`src/rtl/id_ex_stage_if.sv`:
```
// ID/EX boundary bundle: decoded ID instruction, EX/MEM hazard info and the
// registered EX copy, forwarding selects and load-use stall outputs.
// No storage; the slave modport is the pipeline register's view.
//
// Ports (slave view):
//   in : id_* (decoded instruction), mem_rd/mem_regwrite, flush_in, hold_in
//   out: ex_* (registered copy), forward1_out/forward2_out, stall_out, stall_count
interface id_ex_stage_if #(
  parameter int DW   = 32,
  parameter int RW   = 5,
  parameter int AW   = 4,
  parameter int CNTW = 16
);
  // ID side
  logic          id_valid;
  logic [DW-1:0] id_pc;
  logic [DW-1:0] id_data1;
  logic [DW-1:0] id_data2;
  logic [DW-1:0] id_imm;
  logic [RW-1:0] id_rs;
  logic [RW-1:0] id_rt;
  logic [RW-1:0] id_rd;
  logic          id_use_rs;
  logic          id_use_rt;
  logic          id_regwrite;
  logic          id_memread;
  logic          id_memwrite;
  logic [AW-1:0] id_aluop;
  // EX/MEM snapshot and pipeline control
  logic [RW-1:0] mem_rd;
  logic          mem_regwrite;
  logic          flush_in;
  logic          hold_in;
  // EX side
  logic          ex_valid;
  logic [DW-1:0] ex_pc;
  logic [DW-1:0] ex_data1;
  logic [DW-1:0] ex_data2;
  logic [DW-1:0] ex_imm;
  logic [RW-1:0] ex_rs;
  logic [RW-1:0] ex_rt;
  logic [RW-1:0] ex_rd;
  logic          ex_regwrite;
  logic          ex_memread;
  logic          ex_memwrite;
  logic [AW-1:0] ex_aluop;
  logic [2:0]    forward1_out;
  logic [2:0]    forward2_out;
  logic          stall_out;
  logic [CNTW-1:0] stall_count;

  modport slave (
    input  id_valid, id_pc, id_data1, id_data2, id_imm, id_rs, id_rt, id_rd,
           id_use_rs, id_use_rt, id_regwrite, id_memread, id_memwrite, id_aluop,
           mem_rd, mem_regwrite, flush_in, hold_in,
    output ex_valid, ex_pc, ex_data1, ex_data2, ex_imm, ex_rs, ex_rt, ex_rd,
           ex_regwrite, ex_memread, ex_memwrite, ex_aluop,
           forward1_out, forward2_out, stall_out, stall_count
  );

  modport master (
    output id_valid, id_pc, id_data1, id_data2, id_imm, id_rs, id_rt, id_rd,
           id_use_rs, id_use_rt, id_regwrite, id_memread, id_memwrite, id_aluop,
           mem_rd, mem_regwrite, flush_in, hold_in,
    input  ex_valid, ex_pc, ex_data1, ex_data2, ex_imm, ex_rs, ex_rt, ex_rd,
           ex_regwrite, ex_memread, ex_memwrite, ex_aluop,
           forward1_out, forward2_out, stall_out, stall_count
  );
endinterface

```
`src/rtl/id_ex_stage.sv`:
```
// ID/EX pipeline register with registered forwarding selects and load-use bubble insertion.
// Latency: one cycle ID->EX; stall_out is combinational from the current EX contents.
// Backpressure: hold_in freezes every register; stall_out freezes PC and IF/ID upstream.
//
// Ports: clk (rising edge), rstn (async active-low), bus (id_ex_stage_if.slave):
//   inputs id_*, mem_rd, mem_regwrite, flush_in, hold_in;
//   outputs ex_*, forward1_out, forward2_out, stall_out, stall_count.
module id_ex_stage #(
  parameter int DW   = 32,
  parameter int RW   = 5,
  parameter int AW   = 4,
  parameter int CNTW = 16
) (
  input  logic            clk,
  input  logic            rstn,
  id_ex_stage_if.slave    bus
);

  typedef struct packed {
    logic          valid;
    logic [DW-1:0] pc;
    logic [DW-1:0] data1;
    logic [DW-1:0] data2;
    logic [DW-1:0] imm;
    logic [RW-1:0] rs;
    logic [RW-1:0] rt;
    logic [RW-1:0] rd;
    logic          regwrite;
    logic          memread;
    logic          memwrite;
    logic [AW-1:0] aluop;
    logic [2:0]    fwd1;
    logic [2:0]    fwd2;
  } ex_t;

  ex_t             ex_q, ex_d;
  logic [CNTW-1:0] cnt_q, cnt_d;
  logic            lu;
  logic [2:0]      fwd1_sel, fwd2_sel;

  // 2 = EX/MEM result (the instruction now in EX), 1 = MEM/WB data, 0 = register file.
  // The EX match wins because it is the younger producer; r0 never forwards.
  function automatic logic [2:0] fwd_sel(
    input logic          use_src,
    input logic [RW-1:0] src,
    input logic          ex_v,
    input logic          ex_rw,
    input logic [RW-1:0] ex_rd,
    input logic          mem_rw,
    input logic [RW-1:0] mem_rd
  );
    logic [2:0] sel;
    sel = 3'd0;
    if (use_src && ex_v && ex_rw && (ex_rd != '0) && (ex_rd == src)) begin
      sel = 3'd2;
    end else if (use_src && mem_rw && (mem_rd != '0) && (mem_rd == src)) begin
      sel = 3'd1;
    end
    return sel;
  endfunction

  always_comb begin
    // A load in EX cannot forward its data in time for a consumer in ID.
    lu = bus.id_valid && ex_q.valid && ex_q.memread && (ex_q.rd != '0) &&
         ((bus.id_use_rs && (ex_q.rd == bus.id_rs)) ||
          (bus.id_use_rt && (ex_q.rd == bus.id_rt)));

    fwd1_sel = fwd_sel(bus.id_use_rs, bus.id_rs, ex_q.valid, ex_q.regwrite, ex_q.rd,
                       bus.mem_regwrite, bus.mem_rd);
    fwd2_sel = fwd_sel(bus.id_use_rt, bus.id_rt, ex_q.valid, ex_q.regwrite, ex_q.rd,
                       bus.mem_regwrite, bus.mem_rd);

    ex_d  = ex_q;
    cnt_d = cnt_q;
    if (!bus.hold_in) begin
      if (bus.flush_in) begin
        ex_d = '0;
      end else if (lu) begin
        ex_d = '0;
        if (cnt_q != '1) begin
          cnt_d = cnt_q + CNTW'(1);
        end
      end else begin
        ex_d.valid    = bus.id_valid;
        ex_d.pc       = bus.id_pc;
        ex_d.data1    = bus.id_data1;
        ex_d.data2    = bus.id_data2;
        ex_d.imm      = bus.id_imm;
        ex_d.rs       = bus.id_rs;
        ex_d.rt       = bus.id_rt;
        ex_d.rd       = bus.id_rd;
        // An empty ID slot must not write or touch memory downstream.
        ex_d.regwrite = bus.id_valid & bus.id_regwrite;
        ex_d.memread  = bus.id_valid & bus.id_memread;
        ex_d.memwrite = bus.id_valid & bus.id_memwrite;
        ex_d.aluop    = bus.id_aluop;
        ex_d.fwd1     = fwd1_sel;
        ex_d.fwd2     = fwd2_sel;
      end
    end
  end

  always_ff @(posedge clk or negedge rstn) begin
    if (!rstn) begin
      ex_q  <= '0;
      cnt_q <= '0;
    end else begin
      ex_q  <= ex_d;
      cnt_q <= cnt_d;
    end
  end

  assign bus.ex_valid     = ex_q.valid;
  assign bus.ex_pc        = ex_q.pc;
  assign bus.ex_data1     = ex_q.data1;
  assign bus.ex_data2     = ex_q.data2;
  assign bus.ex_imm       = ex_q.imm;
  assign bus.ex_rs        = ex_q.rs;
  assign bus.ex_rt        = ex_q.rt;
  assign bus.ex_rd        = ex_q.rd;
  assign bus.ex_regwrite  = ex_q.regwrite;
  assign bus.ex_memread   = ex_q.memread;
  assign bus.ex_memwrite  = ex_q.memwrite;
  assign bus.ex_aluop     = ex_q.aluop;
  assign bus.forward1_out = ex_q.fwd1;
  assign bus.forward2_out = ex_q.fwd2;
  // A taken branch kills the dependent instruction, so there is nothing to wait for.
  assign bus.stall_out    = lu & ~bus.flush_in;
  assign bus.stall_count  = cnt_q;

endmodule

```
`src/flat_wrapper.sv`:
```
// flat-port wrapper written by rule: the top's interface ports become plain ports
module id_ex_stage_flat 
#(
  parameter int DW   = 32,
  parameter int RW   = 5,
  parameter int AW   = 4,
  parameter int CNTW = 16
)
  (clk, rstn, bus_id_valid, bus_id_pc, bus_id_data1, bus_id_data2, bus_id_imm, bus_id_rs, bus_id_rt, bus_id_rd, bus_id_use_rs, bus_id_use_rt, bus_id_regwrite, bus_id_memread, bus_id_memwrite, bus_id_aluop, bus_mem_rd, bus_mem_regwrite, bus_flush_in, bus_hold_in, bus_ex_valid, bus_ex_pc, bus_ex_data1, bus_ex_data2, bus_ex_imm, bus_ex_rs, bus_ex_rt, bus_ex_rd, bus_ex_regwrite, bus_ex_memread, bus_ex_memwrite, bus_ex_aluop, bus_forward1_out, bus_forward2_out, bus_stall_out, bus_stall_count);
  id_ex_stage_if #(.DW(DW), .RW(RW), .AW(AW), .CNTW(CNTW)) bus_i ();
  input  logic clk;
  input  logic rstn;
  input wire logic [$bits(bus_i.id_valid)-1:0] bus_id_valid;
  input wire logic [$bits(bus_i.id_pc)-1:0] bus_id_pc;
  input wire logic [$bits(bus_i.id_data1)-1:0] bus_id_data1;
  input wire logic [$bits(bus_i.id_data2)-1:0] bus_id_data2;
  input wire logic [$bits(bus_i.id_imm)-1:0] bus_id_imm;
  input wire logic [$bits(bus_i.id_rs)-1:0] bus_id_rs;
  input wire logic [$bits(bus_i.id_rt)-1:0] bus_id_rt;
  input wire logic [$bits(bus_i.id_rd)-1:0] bus_id_rd;
  input wire logic [$bits(bus_i.id_use_rs)-1:0] bus_id_use_rs;
  input wire logic [$bits(bus_i.id_use_rt)-1:0] bus_id_use_rt;
  input wire logic [$bits(bus_i.id_regwrite)-1:0] bus_id_regwrite;
  input wire logic [$bits(bus_i.id_memread)-1:0] bus_id_memread;
  input wire logic [$bits(bus_i.id_memwrite)-1:0] bus_id_memwrite;
  input wire logic [$bits(bus_i.id_aluop)-1:0] bus_id_aluop;
  input wire logic [$bits(bus_i.mem_rd)-1:0] bus_mem_rd;
  input wire logic [$bits(bus_i.mem_regwrite)-1:0] bus_mem_regwrite;
  input wire logic [$bits(bus_i.flush_in)-1:0] bus_flush_in;
  input wire logic [$bits(bus_i.hold_in)-1:0] bus_hold_in;
  output wire logic [$bits(bus_i.ex_valid)-1:0] bus_ex_valid;
  output wire logic [$bits(bus_i.ex_pc)-1:0] bus_ex_pc;
  output wire logic [$bits(bus_i.ex_data1)-1:0] bus_ex_data1;
  output wire logic [$bits(bus_i.ex_data2)-1:0] bus_ex_data2;
  output wire logic [$bits(bus_i.ex_imm)-1:0] bus_ex_imm;
  output wire logic [$bits(bus_i.ex_rs)-1:0] bus_ex_rs;
  output wire logic [$bits(bus_i.ex_rt)-1:0] bus_ex_rt;
  output wire logic [$bits(bus_i.ex_rd)-1:0] bus_ex_rd;
  output wire logic [$bits(bus_i.ex_regwrite)-1:0] bus_ex_regwrite;
  output wire logic [$bits(bus_i.ex_memread)-1:0] bus_ex_memread;
  output wire logic [$bits(bus_i.ex_memwrite)-1:0] bus_ex_memwrite;
  output wire logic [$bits(bus_i.ex_aluop)-1:0] bus_ex_aluop;
  output wire logic [$bits(bus_i.forward1_out)-1:0] bus_forward1_out;
  output wire logic [$bits(bus_i.forward2_out)-1:0] bus_forward2_out;
  output wire logic [$bits(bus_i.stall_out)-1:0] bus_stall_out;
  output wire logic [$bits(bus_i.stall_count)-1:0] bus_stall_count;
  assign bus_i.id_valid = bus_id_valid;
  assign bus_i.id_pc = bus_id_pc;
  assign bus_i.id_data1 = bus_id_data1;
  assign bus_i.id_data2 = bus_id_data2;
  assign bus_i.id_imm = bus_id_imm;
  assign bus_i.id_rs = bus_id_rs;
  assign bus_i.id_rt = bus_id_rt;
  assign bus_i.id_rd = bus_id_rd;
  assign bus_i.id_use_rs = bus_id_use_rs;
  assign bus_i.id_use_rt = bus_id_use_rt;
  assign bus_i.id_regwrite = bus_id_regwrite;
  assign bus_i.id_memread = bus_id_memread;
  assign bus_i.id_memwrite = bus_id_memwrite;
  assign bus_i.id_aluop = bus_id_aluop;
  assign bus_i.mem_rd = bus_mem_rd;
  assign bus_i.mem_regwrite = bus_mem_regwrite;
  assign bus_i.flush_in = bus_flush_in;
  assign bus_i.hold_in = bus_hold_in;
  assign bus_ex_valid = bus_i.ex_valid;
  assign bus_ex_pc = bus_i.ex_pc;
  assign bus_ex_data1 = bus_i.ex_data1;
  assign bus_ex_data2 = bus_i.ex_data2;
  assign bus_ex_imm = bus_i.ex_imm;
  assign bus_ex_rs = bus_i.ex_rs;
  assign bus_ex_rt = bus_i.ex_rt;
  assign bus_ex_rd = bus_i.ex_rd;
  assign bus_ex_regwrite = bus_i.ex_regwrite;
  assign bus_ex_memread = bus_i.ex_memread;
  assign bus_ex_memwrite = bus_i.ex_memwrite;
  assign bus_ex_aluop = bus_i.ex_aluop;
  assign bus_forward1_out = bus_i.forward1_out;
  assign bus_forward2_out = bus_i.forward2_out;
  assign bus_stall_out = bus_i.stall_out;
  assign bus_stall_count = bus_i.stall_count;
  id_ex_stage #(.DW(DW), .RW(RW), .AW(AW), .CNTW(CNTW)) u_core (.clk(clk), .rstn(rstn), .bus(bus_i));
endmodule
```
`config.mk`:
```
export PLATFORM = sky130hd
export DESIGN_NAME = id_ex_stage_flat
export DESIGN_NICKNAME = d
export VERILOG_FILES = /design/src/rtl/id_ex_stage_if.sv /design/src/rtl/id_ex_stage.sv /design/src/flat_wrapper.sv
export SDC_FILE = /design/constraint.sdc
export NUM_CORES = 1
export LEC_CHECK = 0
export CAP_MARGIN = 0
export CORE_ASPECT_RATIO = 1.75
export CORE_UTILIZATION = 30
export DETAILED_ROUTE_END_ITERATION = 8
export GPL_TIMING_DRIVEN = 0
export HOLD_SLACK_MARGIN = 0.03
export PLACE_DENSITY = 0.65
export RECOVER_POWER = 100
export SLEW_MARGIN = 20
export SYNTH_ARGS = -nofsm -noshare
export SYNTH_HDL_FRONTEND = slang
export SYNTH_SLANG_ARGS = --single-unit
```
`constraint.sdc`:
```
create_clock -name clk -period 2.75 [get_ports clk]
set_input_delay 0.4125 -clock clk [delete_from_list [all_inputs] [get_ports clk]]
set_output_delay 0.4125 -clock clk [all_outputs]
set_load 0.03 [all_outputs]
```
## After elaboration in Yosys (flattened, before gate mapping)

Cells that the tools add are included.

| storage, ports and cells | value |
|---|---|
| logic and storage cells | 57 |
| bits of input ports | 163 |
| output and inout port bits | 174 |
| register bits | 173 |
| memories | 0 |
| bits in latches | 0 |
| bits in read-only memories | 0 |
| bits in writable memories | 0 |

| operators by class | value |
|---|---|
| div/mod/pow operators | 0 |
| shift-type cells | 0 |
| multiplexer cells | 6 |
| bitwise gates (word level) | 6 |
| equal/unequal tests | 5 |
| $mul | 0 |
| reductions and logical operators | 24 |
| $add $sub $neg | 1 |
| $lt $le $gt $ge | 0 |

Operators with widths:

| kind | number |
|---|---|
| 157-bit 2-to-1 mux | 2 |
| 5-bit equality test | 4 |
| 1-bit logical AND | 20 |
| 16-bit by 1-bit adder with 16-bit output, second input constant | 1 |
| 16-bit inequality test, second input constant | 1 |
| 5-bit nonzero test | 2 |
| 1-bit AND | 4 |
| 4-bit AND reduction | 1 |
| 3-bit 2-to-1 mux | 1 |
| 1-bit 2-to-1 mux | 2 |
| 2-bit 2-to-1 mux | 1 |
| 1-bit inverter | 2 |
| 1-bit logical OR | 1 |

## Longest topological paths before layout

| logic depth | value |
|---|---|
| depth in word-level cells | 7 |
| gate-level depth with buffers | 8 |
| mapped depth without buffers | 6 |

## Worst setup path before layout

No wires, ideal clock.

| timing path | value |
|---|---|
| path kind | reg-to-output |
| start | reg u_core.ex_q, in the netlist u_core.bus.ex_rd[1] |
| end | out bus_stall_out |
| data arrival time | 2.171 ns |
| slack | 0.167 ns |
| data required time | 2.338 ns |
| path buffers | 1 |
| stages on the path, launching flop included | 7 |
| path through | dfrtp_1 -> xnor2_1 -> nand4_1 -> or3_1 -> a21oi_4 -> buf_2 -> nor2b_1 |

| on the way | value |
|---|---|
| cells in the longest elaborated chain, start to end | 5 |
| elaborated cells between the ends (all ways) | 9 |
| those cells by class | eq/ne: 2; bitwise: 1; reduce/logical: 6 |

RTL lines:

| element | line | RTL |
|---|---|---|
| start: declaration | id_ex_stage.sv:36 | `ex_t ex_q, ex_d;` |
| start signal: assignment | id_ex_stage.sv:105 | `ex_q <= '0;` |
| start signal: assignment | id_ex_stage.sv:108 | `ex_q <= ex_d;` |
| 5-bit equality test, on equally long branches | id_ex_stage.sv:65, id_ex_stage.sv:66 |  |
| 1-bit logical AND, on equally long branches | id_ex_stage.sv:65, id_ex_stage.sv:66 |  |
| 1-bit logical OR | id_ex_stage.sv:65 | `((bus.id_use_rs && (ex_q.rd == bus.id_rs)) \|\|` |
| 1-bit logical AND * | id_ex_stage.sv:64 | `lu = bus.id_valid && ex_q.valid && ex_q.memread && (ex_q.rd != '0) &&` |
| 1-bit AND * | id_ex_stage.sv:128 | `assign bus.stall_out = lu & ~bus.flush_in;` |
| end: declaration | flat_wrapper.sv:45 | `output wire logic [$bits(bus_i.stall_out)-1:0] bus_stall_out;` |

Mark *: on every way between the ends. The rest lies on a longest branch, timed or not.

## Worst setup path after layout

| timing path | value |
|---|---|
| start | reg u_core.ex_q, in the netlist u_core.bus.ex_rd[4] |
| end | out bus_stall_out |

Same word-level chain as after synthesis.

==> results.cfg <==
[outcome]
status = finished with violations
failed_checks = max-capacitance violations, max-slew violations

[die]
start_util_pct = 30.5
rows = 71
die_w_um = 114
die_area_um2 = 22500
dieHeight_um = 198
core-area_um2 = 21500
pin_count = 337

[routing]
ant_nets = 0
wl_per_cell_um = 18.8
vias_per_cell = 4.73
dr.pass1.iters = 4
drc = 0
drt_iter0_drc = 238
drt-total-wl_um = 21300
vias = 5362

[sta]
timing.final.crit_share_pct = 97.1
worst_slew_pin_slew_ns = 2.03
slew_viol_final = 79
fmax_ghz = 0.375
worst_slack_ns = 0.0800
layout_min_cycle_time_ns = 2.67
finClkSkew_ns = 0.0108
setup_violations = 0
relSlewSlack_pct = -35.5
rsz0062_at_grt = true
finalHoldViolCount = 0

[layout]
syn2layout_area_growth_pct = 67.2
stdcell_area_um2 = 11000
final_layout_size_suffix_gt1_share_pct = 7.97
fin_util_pct = 51.0
antenna_cells = 0
fin_nets = 992
final_cell_mix = 168 x dlygate4sd3_1, 168 x dfrtp_1, 160 x clkdlybuf4s50_1
fill_cells = 1948

[synthesis]
syn_avg_cell_area_um2 = 14.1
ys_seq_elements = 171
ys_warn_count = 0
syn_inst = 466
ys_seq_area_share_pct = 65.3
syn_area_um2 = 6560
synth.distinct_cells = 32

[worst_setup_path]
cp_max_fo = 10
crit_arrival_ns = 2.26
path_cells = xnor2_2 > nand4_1 > or3_4 > a21oi_4 > buf_6 > nor2b_4 > buf_6
crit_top_cell = buf_6
crit_path_end_kind = output pin
cp_num_cells = 7
crit_slowest_cell = dfrtp_2
slowest_delay_ns = 0.45
cp.required_ns = 2.34
reg2regPathDepth = 9
reg2reg_slack_ns = 0.30
critical_path.startpoint_type = register
crit_family = simple AND/OR/NAND/NOR gates
crit_type = register to output pin
critPathBufInv = 2

[global_routing]
grt_pass1_wl_um = 31800
antenna_found_initial = 1
grtUsageTotal_pct = 19.1
grt_pass1_vias = 5541
grt_start_max_net_pins = 94
grt-ovfl-total = 0

[clocking]
clkSinkCount = 171
cts_buffers = 17
ctsLongestPathBuffers = 2
cts_root_buf = clkbuf_16
cts_tree = built
cts_max_level = 4
clk_pin_slew_ns = 0.07
clk_latency_ns = 0.43

[place]
place_area_um2 = 10300
dp_slack_ns = -0.869
io_buffers = 334
dp_hpwl_um = 16000
place.gp.congestion = 0.834

[pwr]
leakage_nw = 5.19
max-vdd-ir-drop_uv = 423
p_per_area_nw_per_um2 = 588

[worst_hold_path]
hold_depth = 2
hold_class = input port to register

[run]
maxCapViolCount = 1
[layer usage]
metal / vias to the layer above / share of wire [%] / routed length, um / global-route usage, %
met1: 2617 / 38 / 8160 / 20.7
met5: - / 0.080 / 17 / 0
li1: 2494 / - / - / -
met2: 214 / 53 / 11300 / 34.1
met4: 2 / 2.8 / 594 / 9.02
met3: 35 / 5.9 / 1260 / 5.37
[Yosys cell counts]
library cell / n / area share (%)
dfrtp_1: 171 / 65
conb_1: 1 / 0.057
or3_1: 1 / 0.095
nor4_1: 3 / 0.29
mux2_2: 1 / 0.17
nor2_1: 5 / 0.29
buf_2: 2 / 0.15
a2111oi_0: 1 / 0.13
xor2_1: 14 / 1.9
o41a_1: 1 / 0.17
and2_1: 2 / 0.19
o21ai_0: 4 / 0.31
a32o_1: 3 / 0.46
nor3_1: 3 / 0.23
and3_1: 8 / 0.76
nor2b_1: 1 / 0.095
clkbuf_1: 23 / 1.3
nand4_1: 7 / 0.67
nand3_1: 11 / 0.84
and4_1: 3 / 0.40
inv_1: 3 / 0.17
xnor2_1: 21 / 2.8
nand2_1: 11 / 0.63
buf_6: 10 / 1.7
o211ai_1: 1 / 0.11
buf_4: 2 / 0.23
nor3_2: 1 / 0.15
or4_1: 1 / 0.11
a22o_1: 148 / 20
a21oi_4: 1 / 0.25
a21o_1: 1 / 0.11
ha_1: 1 / 0.19
[final timing paths]
kind / startpoint / to
min: bus_id_rs[4] / u_core.bus.ex_rs[4]$_DFFE_PN0N_
max: u_core.bus.ex_rd[4]$_DFFE_PN0N_ / bus_stall_out
max reg2reg: u_core.bus.ex_rd[1]$_DFFE_PN0N_ / u_core.bus.ex_rt[3]$_DFFE_PN0N_
min in group asynchronous: rstn / u_core.bus.ex_data2[20]$_DFFE_PN0N_
max in group asynchronous: rstn / u_core.bus.ex_rd[4]$_DFFE_PN0N_
min reg2reg: u_core.bus.stall_count[6]$_DFFE_PN0P_ / u_core.bus.stall_count[6]$_DFFE_PN0P_
[cell type report]
class | instances | area (um^2) | share of cell area (%)
Clock buffer | 18 | 439 | 4.00
Tap cell | 292 | 365 | 3.33
Timing Repair Buffer | 342 | 3420 | 31.2
Buffer | 37 | 231 | 2.11
Inverter | 3 | 11.3 | 0.103
Multi-Input combinational cell | 256 | 2080 | 19.0
Clock inverter | 14 | 135 | 1.23
Sequential cell | 171 | 4280 | 39.1
[cells by family (layout without fill, tap and decap cells)]
kind of cell | count (synthesis) | count (layout) | synth area share [%]
other cells | 1 | 2 | 0.0572
buf+inv | 40 | 414 | 3.59
xor+xnor | 35 | 35 | 4.67
simple gates | 57 | 57 | 4.75
flops | 171 | 171 | 65.3
fa+ha+maj | 1 | 1 | 0.191
compound gates | 160 | 160 | 21.3
mux | 1 | 1 | 0.172
[through the flow]
step / power, mW / std cells / hold slack, ns / TNS [ns]
floorplan: 3.44 / 467 / 0.117 / 0
global placement: 4.19 / 1093 / 0.470 / -1026.69
detailed placement: 4.20 / 1094 / 0.437 / -23.41
CTS: 6.60 / 1131 / 0.473 / 0
global route: 6.71 / 1133 / 0.366 / -0.0272
finish: 6.45 / 1133 / 0.369 / 0
[registers in the layout, indices dropped and copies added, names as in the netlist]
register / cells
u_core.bus.ex_data1: 32
u_core.bus.ex_data2: 32
u_core.bus.ex_imm: 32
u_core.bus.ex_pc: 32
u_core.bus.stall_count: 16
u_core.bus.ex_rd: 5
u_core.bus.ex_rs: 5
u_core.bus.ex_rt: 5
u_core.bus.ex_aluop: 4
u_core.bus.forward1_out: 2
u_core.bus.forward2_out: 2
u_core.bus.ex_memread: 1
u_core.bus.ex_memwrite: 1
u_core.bus.ex_regwrite: 1
u_core.bus.ex_valid: 1
[power breakdown]
group          switching [mW]  total, mW  internal (mW)
sequential              0.101       2.79           2.69
combinational           0.697       1.30          0.605
clock                    1.07       2.36           1.29
total                    1.87       6.45           4.58
[what timing repair did]
item,4_1_cts,5_1_grt
gates cloned,0,0
buffers inserted,4,2
pin swaps,2,2
hold endpoints to repair,78,0
setup endpoints to repair,1,5
hold buffers,1,0
resized for setup,16,8
Note: power is estimated with default switching activity, not from simulation.
